### src/rtl/psum_rmw_ctrl.sv
// -----------------------------------------------------------------------------
// psum_rmw_ctrl
//
// Read-modify-write sequencer between the ofifo, the single-port psum SRAM and
// the sfp stage. For every word of a command it reads the stored partial sum,
// presents it to sfp as acc_data, pops one ofifo row into sfp data_in and
// writes the registered sfp result back to the same SRAM address.
// With first_pass set the SRAM read is skipped and sfp overwrites (acc=0).
//
// Optional feature: define PSUM_RMW_STALL_CNT_EN to add o_stall_cnt, a
// saturating count of EX cycles spent waiting on an empty ofifo.
//
// Ports
//   i_clk, i_reset          clock, synchronous active-high reset
//   i_start                 command strobe, only sampled in IDLE
//   i_base_addr, i_len      first address and word count of the command
//   i_first_pass            1: skip SRAM read, sfp overwrites
//   o_busy, o_done          command in flight / one-cycle completion pulse
//   o_stall_cnt             (PSUM_RMW_STALL_CNT_EN only) ofifo stall cycles
//   i_ofifo_valid/_dout     ofifo head row, o_ofifo_rd pops it
//   o_mem_cen/_wen/_addr/_d SRAM control (active-low enables) and write data
//   i_mem_q                 SRAM read data, valid the cycle after a read
//   o_sfp_data_in/_acc_data/_acc  operands to sfp
//   i_sfp_data_out          registered sfp result
// -----------------------------------------------------------------------------
module psum_rmw_ctrl #(
    parameter int col    = 8,
    parameter int bw     = 16,
    parameter int addr_w = 11
) (
    input  logic                  i_clk,
    input  logic                  i_reset,
    input  logic                  i_start,
    input  logic [addr_w-1:0]     i_base_addr,
    input  logic [addr_w-1:0]     i_len,
    input  logic                  i_first_pass,
    output logic                  o_busy,
    output logic                  o_done,
`ifdef PSUM_RMW_STALL_CNT_EN
    output logic [15:0]           o_stall_cnt,
`endif
    input  logic                  i_ofifo_valid,
    input  logic [col*bw-1:0]     i_ofifo_dout,
    output logic                  o_ofifo_rd,
    output logic                  o_mem_cen,
    output logic                  o_mem_wen,
    output logic [addr_w-1:0]     o_mem_addr,
    output logic [col*bw-1:0]     o_mem_d,
    input  logic [col*bw-1:0]     i_mem_q,
    output logic [col*bw-1:0]     o_sfp_data_in,
    output logic [col*bw-1:0]     o_sfp_acc_data,
    output logic                  o_sfp_acc,
    input  logic [col*bw-1:0]     i_sfp_data_out
);

    localparam int DW = col * bw;
    localparam logic [addr_w-1:0] ADDR_ZERO = {addr_w{1'b0}};
    localparam logic [addr_w-1:0] ADDR_ONE  = {{(addr_w-1){1'b0}}, 1'b1};

    typedef enum logic [2:0] {
        S_IDLE = 3'd0,
        S_RD   = 3'd1,
        S_LD   = 3'd2,
        S_EX   = 3'd3,
        S_WR   = 3'd4,
        S_DONE = 3'd5
    } state_t;

    state_t            r_state;
    state_t            w_next;
    logic [addr_w-1:0] r_cur;
    logic [addr_w-1:0] w_cur_next;
    logic [addr_w-1:0] r_len;
    logic [addr_w-1:0] r_cnt;
    logic              r_fp;
    logic              w_fp_next;
    logic              w_accept;
    logic              w_last;

    logic              r_busy;
    logic              r_done;
    logic              r_mem_cen;
    logic              r_mem_wen;
    logic [addr_w-1:0] r_mem_addr;
    logic              r_sfp_acc;
    logic [DW-1:0]     r_acc_data;

    assign w_accept = (r_state == S_IDLE) && i_start;
    assign w_last   = ((r_cnt + ADDR_ONE) == r_len);

    // Next-state, next address pointer and next first_pass flag.
    always_comb begin
        w_next     = r_state;
        w_cur_next = r_cur;
        w_fp_next  = r_fp;
        case (r_state)
            S_IDLE: begin
                if (i_start) begin
                    w_cur_next = i_base_addr;
                    w_fp_next  = i_first_pass;
                    // An empty command still spends one busy cycle (in LD,
                    // with the acc_data load suppressed) before done.
                    if (i_len == ADDR_ZERO) begin
                        w_next = S_LD;
                    end else if (i_first_pass) begin
                        w_next = S_EX;
                    end else begin
                        w_next = S_RD;
                    end
                end else begin
                    w_next = S_IDLE;
                end
            end
            S_RD: begin
                w_next = S_LD;
            end
            S_LD: begin
                if (r_len == ADDR_ZERO) begin
                    w_next = S_DONE;
                end else begin
                    w_next = S_EX;
                end
            end
            S_EX: begin
                if (i_ofifo_valid) begin
                    w_next = S_WR;
                end else begin
                    w_next = S_EX;
                end
            end
            S_WR: begin
                // Address wraps silently modulo 2^addr_w.
                w_cur_next = r_cur + ADDR_ONE;
                if (w_last) begin
                    w_next = S_DONE;
                end else if (r_fp) begin
                    w_next = S_EX;
                end else begin
                    w_next = S_RD;
                end
            end
            S_DONE: begin
                w_next = S_IDLE;
            end
            default: begin
                w_next = S_IDLE;
            end
        endcase
    end

    // State register.
    always_ff @(posedge i_clk) begin
        if (i_reset) begin
            r_state <= S_IDLE;
        end else begin
            r_state <= w_next;
        end
    end

    // Command registers and words-written counter.
    always_ff @(posedge i_clk) begin
        if (i_reset) begin
            r_cur <= ADDR_ZERO;
            r_len <= ADDR_ZERO;
            r_cnt <= ADDR_ZERO;
            r_fp  <= 1'b0;
        end else begin
            r_cur <= w_cur_next;
            r_fp  <= w_fp_next;
            if (w_accept) begin
                r_len <= i_len;
                r_cnt <= ADDR_ZERO;
            end else if (r_state == S_WR) begin
                r_cnt <= r_cnt + ADDR_ONE;
            end
        end
    end

    // Registered control outputs, decoded from the state being entered.
    always_ff @(posedge i_clk) begin
        if (i_reset) begin
            r_busy     <= 1'b0;
            r_done     <= 1'b0;
            r_mem_cen  <= 1'b1;
            r_mem_wen  <= 1'b1;
            r_mem_addr <= ADDR_ZERO;
            r_sfp_acc  <= 1'b0;
        end else begin
            r_busy    <= (w_next != S_IDLE) && (w_next != S_DONE);
            r_done    <= (w_next == S_DONE);
            r_mem_cen <= !((w_next == S_RD) || (w_next == S_WR));
            r_mem_wen <= !(w_next == S_WR);
            r_sfp_acc <= (w_next == S_EX) && !w_fp_next;
            if ((w_next == S_RD) || (w_next == S_WR)) begin
                r_mem_addr <= w_cur_next;
            end
        end
    end

    // acc_data holder: sfp re-samples it every cycle, so it only changes in LD
    // (or is zeroed when a first_pass command is accepted).
    always_ff @(posedge i_clk) begin
        if (i_reset) begin
            r_acc_data <= {DW{1'b0}};
        end else if (w_accept && i_first_pass) begin
            r_acc_data <= {DW{1'b0}};
        end else if ((r_state == S_LD) && (r_len != ADDR_ZERO)) begin
            r_acc_data <= i_mem_q;
        end
    end

`ifdef PSUM_RMW_STALL_CNT_EN
    logic [15:0] r_stall_cnt;

    // Saturating count of EX cycles waiting on an empty ofifo.
    always_ff @(posedge i_clk) begin
        if (i_reset) begin
            r_stall_cnt <= 16'd0;
        end else if (w_accept) begin
            r_stall_cnt <= 16'd0;
        end else if ((r_state == S_EX) && !i_ofifo_valid && (r_stall_cnt != 16'hFFFF)) begin
            r_stall_cnt <= r_stall_cnt + 16'd1;
        end
    end

    assign o_stall_cnt = r_stall_cnt;
`endif

    // The SRAM enables are forced inactive while reset is high so an aborted
    // WR never reaches the array at the reset edge.
    assign o_mem_cen      = r_mem_cen | i_reset;
    assign o_mem_wen      = r_mem_wen | i_reset;
    assign o_mem_addr     = r_mem_addr;
    // Write data is the sfp result registered at the end of EX, so it can only
    // be passed through during WR.
    assign o_mem_d        = (r_state == S_WR) ? i_sfp_data_out : {DW{1'b0}};
    assign o_ofifo_rd     = (r_state == S_EX) && i_ofifo_valid && !i_reset;
    assign o_sfp_data_in  = (r_state == S_EX) ? i_ofifo_dout : {DW{1'b0}};
    assign o_sfp_acc_data = r_acc_data;
    assign o_sfp_acc      = r_sfp_acc;
    assign o_busy         = r_busy;
    assign o_done         = r_done;

endmodule

### config.mk
export PLATFORM = sky130hd
export DESIGN_NAME = psum_rmw_ctrl
export DESIGN_NICKNAME = d
export VERILOG_FILES = /design/src/rtl/psum_rmw_ctrl.sv
export SDC_FILE = /design/constraint.sdc
export NUM_CORES = 1
export LEC_CHECK = 0
export CORE_AREA = 2 2 316 318
export CTS_BUF_LIST = sky130_fd_sc_hd__clkbuf_16
export DETAILED_ROUTE_END_ITERATION = 12
export DIE_AREA = 0 0 318 320
export PLACE_DENSITY = 0.4
export SYNTH_ARGS = -nofsm -noshare
export SYNTH_HDL_FRONTEND = slang
export SYNTH_SLANG_ARGS = --single-unit
export TNS_END_PERCENT = 50
### constraint.sdc
create_clock -name i_clk -period 2.3 [get_ports i_clk]
set_input_delay 0.46 -clock i_clk [delete_from_list [all_inputs] [get_ports i_clk]]
set_output_delay 0.46 -clock i_clk [all_outputs]
set_load 0.01 [all_outputs]
==> reports/metrics.cfg, run 1 <==
[die]
ios = 812
die-area_um2 = 102000
design.core.area_um2 = 98000
die_x_um = 318
start_util_pct = 9.08
die_h_um = 320
rows = 115

[yosys]
ys_types = 55
synth_nets = 1600
avgSynthCellArea_um2 = 7.50
ys_seq_elements = 181
yosys_warnings = 0
ys_async_sr_fraction_pct = 0
synth_most_common_cell = nand2_1
synth_top_cell_by_area = dfxtp_1
synthTopCellsByCount = nand2_1, and3_1, dfxtp_1
synth_area_leaders = dfxtp_1, and3_1, nand2_1
synth_edf_count = 0
netlist_area_um2 = 8900
syn_inst = 1187
ys.flop_type = dfxtp_1
synth_top_area_share_pct = 40.7
ys_seq_area_share_pct = 40.7

[timing]
min_period_ps = 2530
rsz0062_at_grt = true
worst_pin_slew_ps = 441
finalCritPeriodShare_pct = 110
hold_violations = 0
finalMaxSlewViolations = 0
setup_violations = 204
fmax_mhz = 395
relSlewSlack_pct = 70.5
postLayoutSetupSlackWorst_ps = -230
finClkSkew_ps = 23.9
timing.hold.ws_ps = 453

[clock_network]
h-tree-depth = 4
cts_root_buf = clkbuf_16
cts_tree = done
clock-sinks = 181
cts_buffers = 17
clock_latency_ps = 510
clkSlewWorstSetupHoldPaths_ps = 80
clockBufferDepth = 2

[place]
gp_congestion = 0.894
hpwl_um = 69600
port_buffers = 811
place_inst = 3267
dp_slack_ps = -570

[detailed_routing]
final_antenna_net_count = 0
viasPerCell = 3.68
drc = 0
vias = 12449
dr.pass1.iters = 5
first_iter_violations = 642
finalWirelength_um = 86600
wl_per_cell_um = 25.6

[critical_path]
startpoint = r_len[2]$_SDFFE_PP0P_
rr_startpoint = r_len[2]$_SDFFE_PP0P_
slowest_stage = dfxtp_1
reg2reg_to = o_mem_addr[3]$_SDFFE_PP0P_
cpMostUsedCell = buf_12
cp.buffers_inverters = 3
path_cells = nor4_1 -> buf_4 -> a311o_2 -> o211ai_1 -> nor2_1 -> a21o_4 -> a32oi_4 -> buf_12 -> buf_12 -> mux2_4
rrSetupSlack_ps = -230
path_class = reg2reg
start_kind = register
crit_path_max_incr_delay_ps = 480
path_delay_family = compound AO/OA/AOI/OAI gates
end_kind = register
ff2ff_path_depth = 10
crit_fanout = 6
critPathRequiredTime_ps = 2680
cp.arrival_ps = 2910

[outcome]
outcome = finished with violations
violations = negative setup slack

[hold_path]
whs_path_depth = 2
hold_path_startpoint = o_sfp_acc_data[29]$_SDFFE_PP0P_
hold_path.class = reg2reg
min_to = o_sfp_acc_data[29]$_SDFFE_PP0P_

[final_layout]
drive_gt1_share_pct = 33.0
syn2layout_area_growth_pct = 152
fillers = 10639
instances_no_fill = 3382
final_nets = 2490

[grt]
antenna_found_initial = 21
grt_pass1_vias = 12455
grt-busiest-layer = met2
grt_start_max_net_pins = 86
grt_use_met2_pct = 25.9
grt_util_met1_pct = 18.2
grt_usage_pct = 15.9
grt_pass1_wl_um = 110000
gr-usage-met3_pct = 8.51
overflow = 0

[pwr]
cellLeakagePower_nw = 8.83
power_density_nw_per_um2 = 715
power_w = 0.0160
ir_drop_mv = 0.534

[run]
maxCapViolCount = 0

## sequential cells by signal, indices dropped and copies added (netlist names), 3 cells and up
name,cells
r_cnt,11
o_mem_addr,11
o_sfp_acc_data,128
r_cur,11
r_state,3
r_len,11
## worst max-delay path by stage
| stage | slack (ps) | endpoint | cells after the start |
|---|---|---|---|
| floorplan | -30 | o_mem_addr[10]$_SDFFE_PP0P_ | 9 |
| global placement | -680 | o_mem_addr[1]$_SDFFE_PP0P_ | 9 |
| detailed placement | -570 | o_mem_addr[1]$_SDFFE_PP0P_ | 9 |
| CTS | -210 | o_mem_addr[3]$_SDFFE_PP0P_ | 11 |
| global route | -360 | o_mem_addr[3]$_SDFFE_PP0P_ | 11 |
| finish | -230 | o_mem_addr[3]$_SDFFE_PP0P_ | 10 |
## layout make-up
type	instances	area [um^2]	area share, %
Sequential cell	181	3640	16.2
Timing Repair Buffer	988	10800	48.1
Multi-Input combinational cell	884	5790	25.8
Clock inverter	15	158	0.702
Clock buffer	17	425	1.90
Inverter	5	18.8	0.0836
Tap cell	1287	1610	7.17
Antenna cell	5	12.5	0.0557
## cells by family after synthesis
kind of cell,Yosys count,synth area share (%)
fa+ha+maj,2,0.281
simple gates,649,36.9
flops,181,40.7
xor+xnor,19,1.87
compound gates,199,12.5
mux,15,2.24
buf+inv,122,5.47
## timing repair
| action | in CTS | in global routing |
|---|---|---|
| resized for setup | 694 | 510 |
| setup endpoints to repair | 270 | 270 |
| hold buffers | 0 | 0 |
| pin swaps | 23 | 79 |
| gates cloned | 12 | 19 |
| setup buffers | 24 | 27 |
## routing by layer
metal / vias to the layer above / part of all wire [%]
li1: 5902 / -
met1: 5975 / 40
met2: 469 / 46
met3: 81 / 11
met4: 22 / 2.2
met5: - / 0.16
## placed cells by master (no fill, tap or decap), types with 10 or more instances in the layout
cell type | netlist | layout
a21oi_1 | 151 | 151
and3_1 | 264 | 90
and3_4 | 0 | 174
buf_12 | 0 | 65
buf_16 | 0 | 13
buf_2 | 2 | 49
buf_4 | 4 | 104
buf_6 | 0 | 163
buf_8 | 1 | 16
clkbuf_16 | 0 | 34
clkdlybuf4s50_1 | 0 | 553
dfxtp_1 | 181 | 173
mux2_4 | 9 | 10
nand2_1 | 294 | 293
nand3_1 | 15 | 15
nor2_1 | 18 | 17
nor2b_1 | 12 | 11
nor3_1 | 11 | 10
o21ai_0 | 13 | 12
xor2_1 | 10 | 10
## where the power goes
group / internal, W / switching (W) / leakage [nW] / total, W
sequential: 0.00359 / 0.000293 / 1.48 / 0.00389
clock: 0.00154 / 0.00162 / 0.286 / 0.00316
combinational: 0.00480 / 0.00420 / 7.07 / 0.00899
## stage by stage
stage / area (um^2) / utilization, % / setup TNS, ps
floorplan: 8930 / - / -227
global placement: 19400 / 19.7 / -11480
detailed placement: 19400 / 19.7 / -14370
CTS: 20700 / 21.1 / -25990
global route: 22400 / 22.9 / -33270
finish: 22400 / 22.9 / -13200
## worst reg2reg max path, delay by kind of cell, from the launching register on
family | cells | cell delay [ps]
buffers and inverters | 3 | 460
AO/OA/AOI/OAI | 4 | 940
flip-flops | 1 | 480
multiplexers | 1 | 320
AND/OR/NAND/NOR | 2 | 210
Note: power is estimated with default switching activity, not from simulation.
==> inputs of run 2 (changes only) <==
Settings changed: GPL_ROUTABILITY_DRIVEN set to 0, PLACE_DENSITY 0.4 to 0.3, TNS_END_PERCENT 50 to 20.
==> run 2 against run 1 <==
The flow still finishes with violations (negative setup slack). Largest cell class unchanged. Final cell count up 0.50%. Clock power about the same. Die area stayed put. Count of clock-buffer cells in the layout unchanged. Flip-flop and latch count unchanged. Sequential power is essentially flat.
==> reports/metrics.cfg, run 2 (same netlist as run 1, synthesis figures left out) <==
[critical_path]
critPathRequiredTime_ps = 2680  ; about the same
startpoint = i_len[2]
crit_path_max_incr_delay_ps = 460  ; -20 ps
cpMostUsedCell = buf_12
slowest_stage = clkdlybuf4s50_1
path_class = in2reg
cp.arrival_ps = 2920  ; about the same
ff2ff_path_depth = 11  ; +1
crit_fanout = 6  ; unchanged
rr_startpoint = r_cnt[8]$_SDFFE_PP0N_
path_depth = 10  ; unchanged
path_cells = clkdlybuf4s50_1 -> nor4_1 -> buf_4 -> nand3_1 -> a221oi_2 -> clkinv_1 -> a32oi_4 -> buf_12 -> buf_12 -> mux2_4
end_kind = register
cp.buffers_inverters = 5  ; +2
path_delay_family = buffers and inverters
start_kind = input port

[pwr]
p_switching_w = 0.00601  ; -1.6%
p_int_w = 0.00981  ; -1.3%
p_seq_share_pct = 24.5  ; +0.3 points
clockPowerShare_pct = 20.1  ; +0.4 points
netSwitchingFraction_pct = 38.0  ; -0.072 points
power_density_nw_per_um2 = 714  ; -0.15%
pwr-share-comb_pct = 55.4  ; -0.7 points
cellLeakagePower_nw = 9.12  ; +3.3%
ir_drop_mv = 0.346  ; -35%

[clock_network]
cts_root_buf = clkbuf_16
clock_latency_ps = 500  ; about the same
cts_buffers = 17  ; unchanged
clock-sinks = 181  ; unchanged
clockBufferDepth = 2  ; unchanged
h-tree-depth = 4  ; unchanged
cts_tree = done
hold_buffers = 0  ; unchanged
clkSlewWorstSetupHoldPaths_ps = 80  ; about the same

[final_layout]
instances_no_fill = 3399  ; +0.50%
final_nets = 2497  ; +0.28%
largest_reg_flops = 128  ; unchanged
syn2layout_area_growth_pct = 149
layout_common_cells = clkdlybuf4s50_1, nand2_1, and3_1, dfxtp_1, a21oi_1
drive_gt1_share_pct = 27.8  ; -5.2 points
postLayoutCoreUtil_pct = 22.6  ; -0.28 points
fin_area_um2 = 22200  ; -1.2%
final_common_cell = clkdlybuf4s50_1

[outcome]
outcome = finished with violations
violations = negative setup slack

[timing]
finClkSkew_ps = 17.1  ; -6.76 ps
finalMaxSlewViolations = 0  ; unchanged
rsz0062_at_grt = true
relSlewSlack_pct = 52.7  ; -18 points
setup_tns_ps = -14200  ; -994 ps
postLayoutSetupSlackWorst_ps = -238  ; -7.82 ps
setup_violations = 207  ; +1.5%
fmax_mhz = 394  ; -0.31%
hold_violations = 0  ; unchanged
worst_pin_slew_ps = 712  ; +272 ps
finalCritPeriodShare_pct = 110  ; +0.34 points
min_period_ps = 2540  ; +7.82 ps

[die]
die-area_um2 = 102000  ; unchanged
die_h_um = 320  ; unchanged
die_x_um = 318  ; unchanged
ios = 812  ; unchanged
rows = 115  ; unchanged
design.core.area_um2 = 98000  ; unchanged
start_util_pct = 9.08  ; unchanged

[hold_path]
whs_path_depth = 2  ; unchanged
hold_path.class = reg2reg
hold_path_startpoint = o_sfp_acc_data[13]$_SDFFE_PP0P_

[detailed_routing]
first_iter_violations = 643  ; +0.16%
wl_per_cell_um = 25.0  ; -2.5%
finalWirelength_um = 84800  ; -2.0%
dr.pass1.iters = 4  ; -1
drc = 0  ; unchanged
viasPerCell = 3.64  ; -1.2%
vias = 12356  ; -0.75%
final_antenna_net_count = 0  ; unchanged

[place]
place_inst = 3284  ; +0.52%
hpwl_um = 68400  ; -1.8%
port_buffers = 811  ; unchanged
place_area_um2 = 19800  ; +2.5%

[grt]
grt_start_max_net_pins = 80  ; -7.0%
overflow = 0  ; unchanged
antenna_found_initial = 32  ; +52%
grt_pass1_vias = 12513  ; +0.47%
grt_usage_pct = 15.8  ; -0.084 points
grt_pass1_wl_um = 110000  ; +0.13%

[run]
maxCapViolCount = 0  ; unchanged

==> run 2: changes by cell type in the layout (fill, tap and decap cells not counted), moves of 5 or more <==
| cell | change |
|---|---|
| buf_6 | -70 |
| buf_12 | +19 |
| and3_1 | +90 |
| buf_8 | -11 |
| clkdlybuf4s15_2 | +17 |
| clkbuf_2 | -5 |
| and3_4 | -91 |
| diode_2 | +10 |
| buf_4 | +23 |
| dlygate4sd2_1 | +34 |
==> run 2: layout make-up <==
| cell class | instances | area, um^2 |
|---|---|---|
| clock buffers | 17 | 425 |
| flip-flops and latches | 181 | 3650 |
| diodes | 15 | 37.5 |
| fillers | 10764 | 75800 |
| clock inverters | 15 | 163 |
| well taps | 1287 | 1610 |
| multi-input cells | 884 | 5420 |
| inverters | 5 | 18.8 |
| repair buffers | 995 | 10800 |
==> run 2: per-stage QoR <==
| stage | hold WS (ps) | power (W) | setup WS (ps) |
|---|---|---|---|
| 6_report | 455 | 0.0158 | -238 |
| 5_1_grt | 470 | 0.0167 | -351 |
| 4_1_cts | 443 | 0.0150 | -202 |
| 3_5_place_dp | 446 | 0.0106 | -681 |
| 3_3_place_gp | 442 | 0.0106 | -765 |
| 2_1_floorplan | 461 | 0.00637 | -25.2 |
==> run 2: worst paths after layout <==
path                                      to  slack (ps)
max               o_mem_addr[6]$_SDFFE_PP0P_        -240
min          o_sfp_acc_data[13]$_SDFFE_PP0P_         450
max reg2reg       o_mem_addr[6]$_SDFFE_PP0P_        -220
min reg2reg  o_sfp_acc_data[13]$_SDFFE_PP0P_         450
==> run 2: what timing repair did <==
item / 4_1_cts / 5_1_grt
cloned: 11 / 19
endpoints found under the setup margin: 276 / 371
setup buffers: 23 / 20
pin swaps: 20 / 38
resized for setup: 535 / 405
==> run 2: power by group through the flow <==
stage,Sequential [W],Combinational (W),Clock [W]
finish,0.00388,0.00877,0.00318
floorplan,0.00406,0.00232,0
CTS,0.00389,0.00775,0.00338
global route,0.00394,0.00930,0.00346
global placement,0.00397,0.00664,0
detailed placement,0.00397,0.00664,0
==> run 2: per-layer routing <==
metal / global-route usage [%] / up-vias / wire (um)
met5: 1.09 / - / 132
met4: 6.94 / 22 / 3480
met3: 6.40 / 99 / 7290
met2: 26.7 / 460 / 41100
met1: 17.2 / 5879 / 32800
li1: - / 5896 / -
==> run 2: worst reg2reg max path: stages, from the launching register on <==
cell       delay, ps
dfxtp_1          330
or3b_4           400
a2111oi_4        360
nor3b_2           80
buf_4            140
buf_4            120
nor2_2            80
a21oi_2           80
a32oi_4          210
buf_12           160
buf_12           140
mux2_4           310
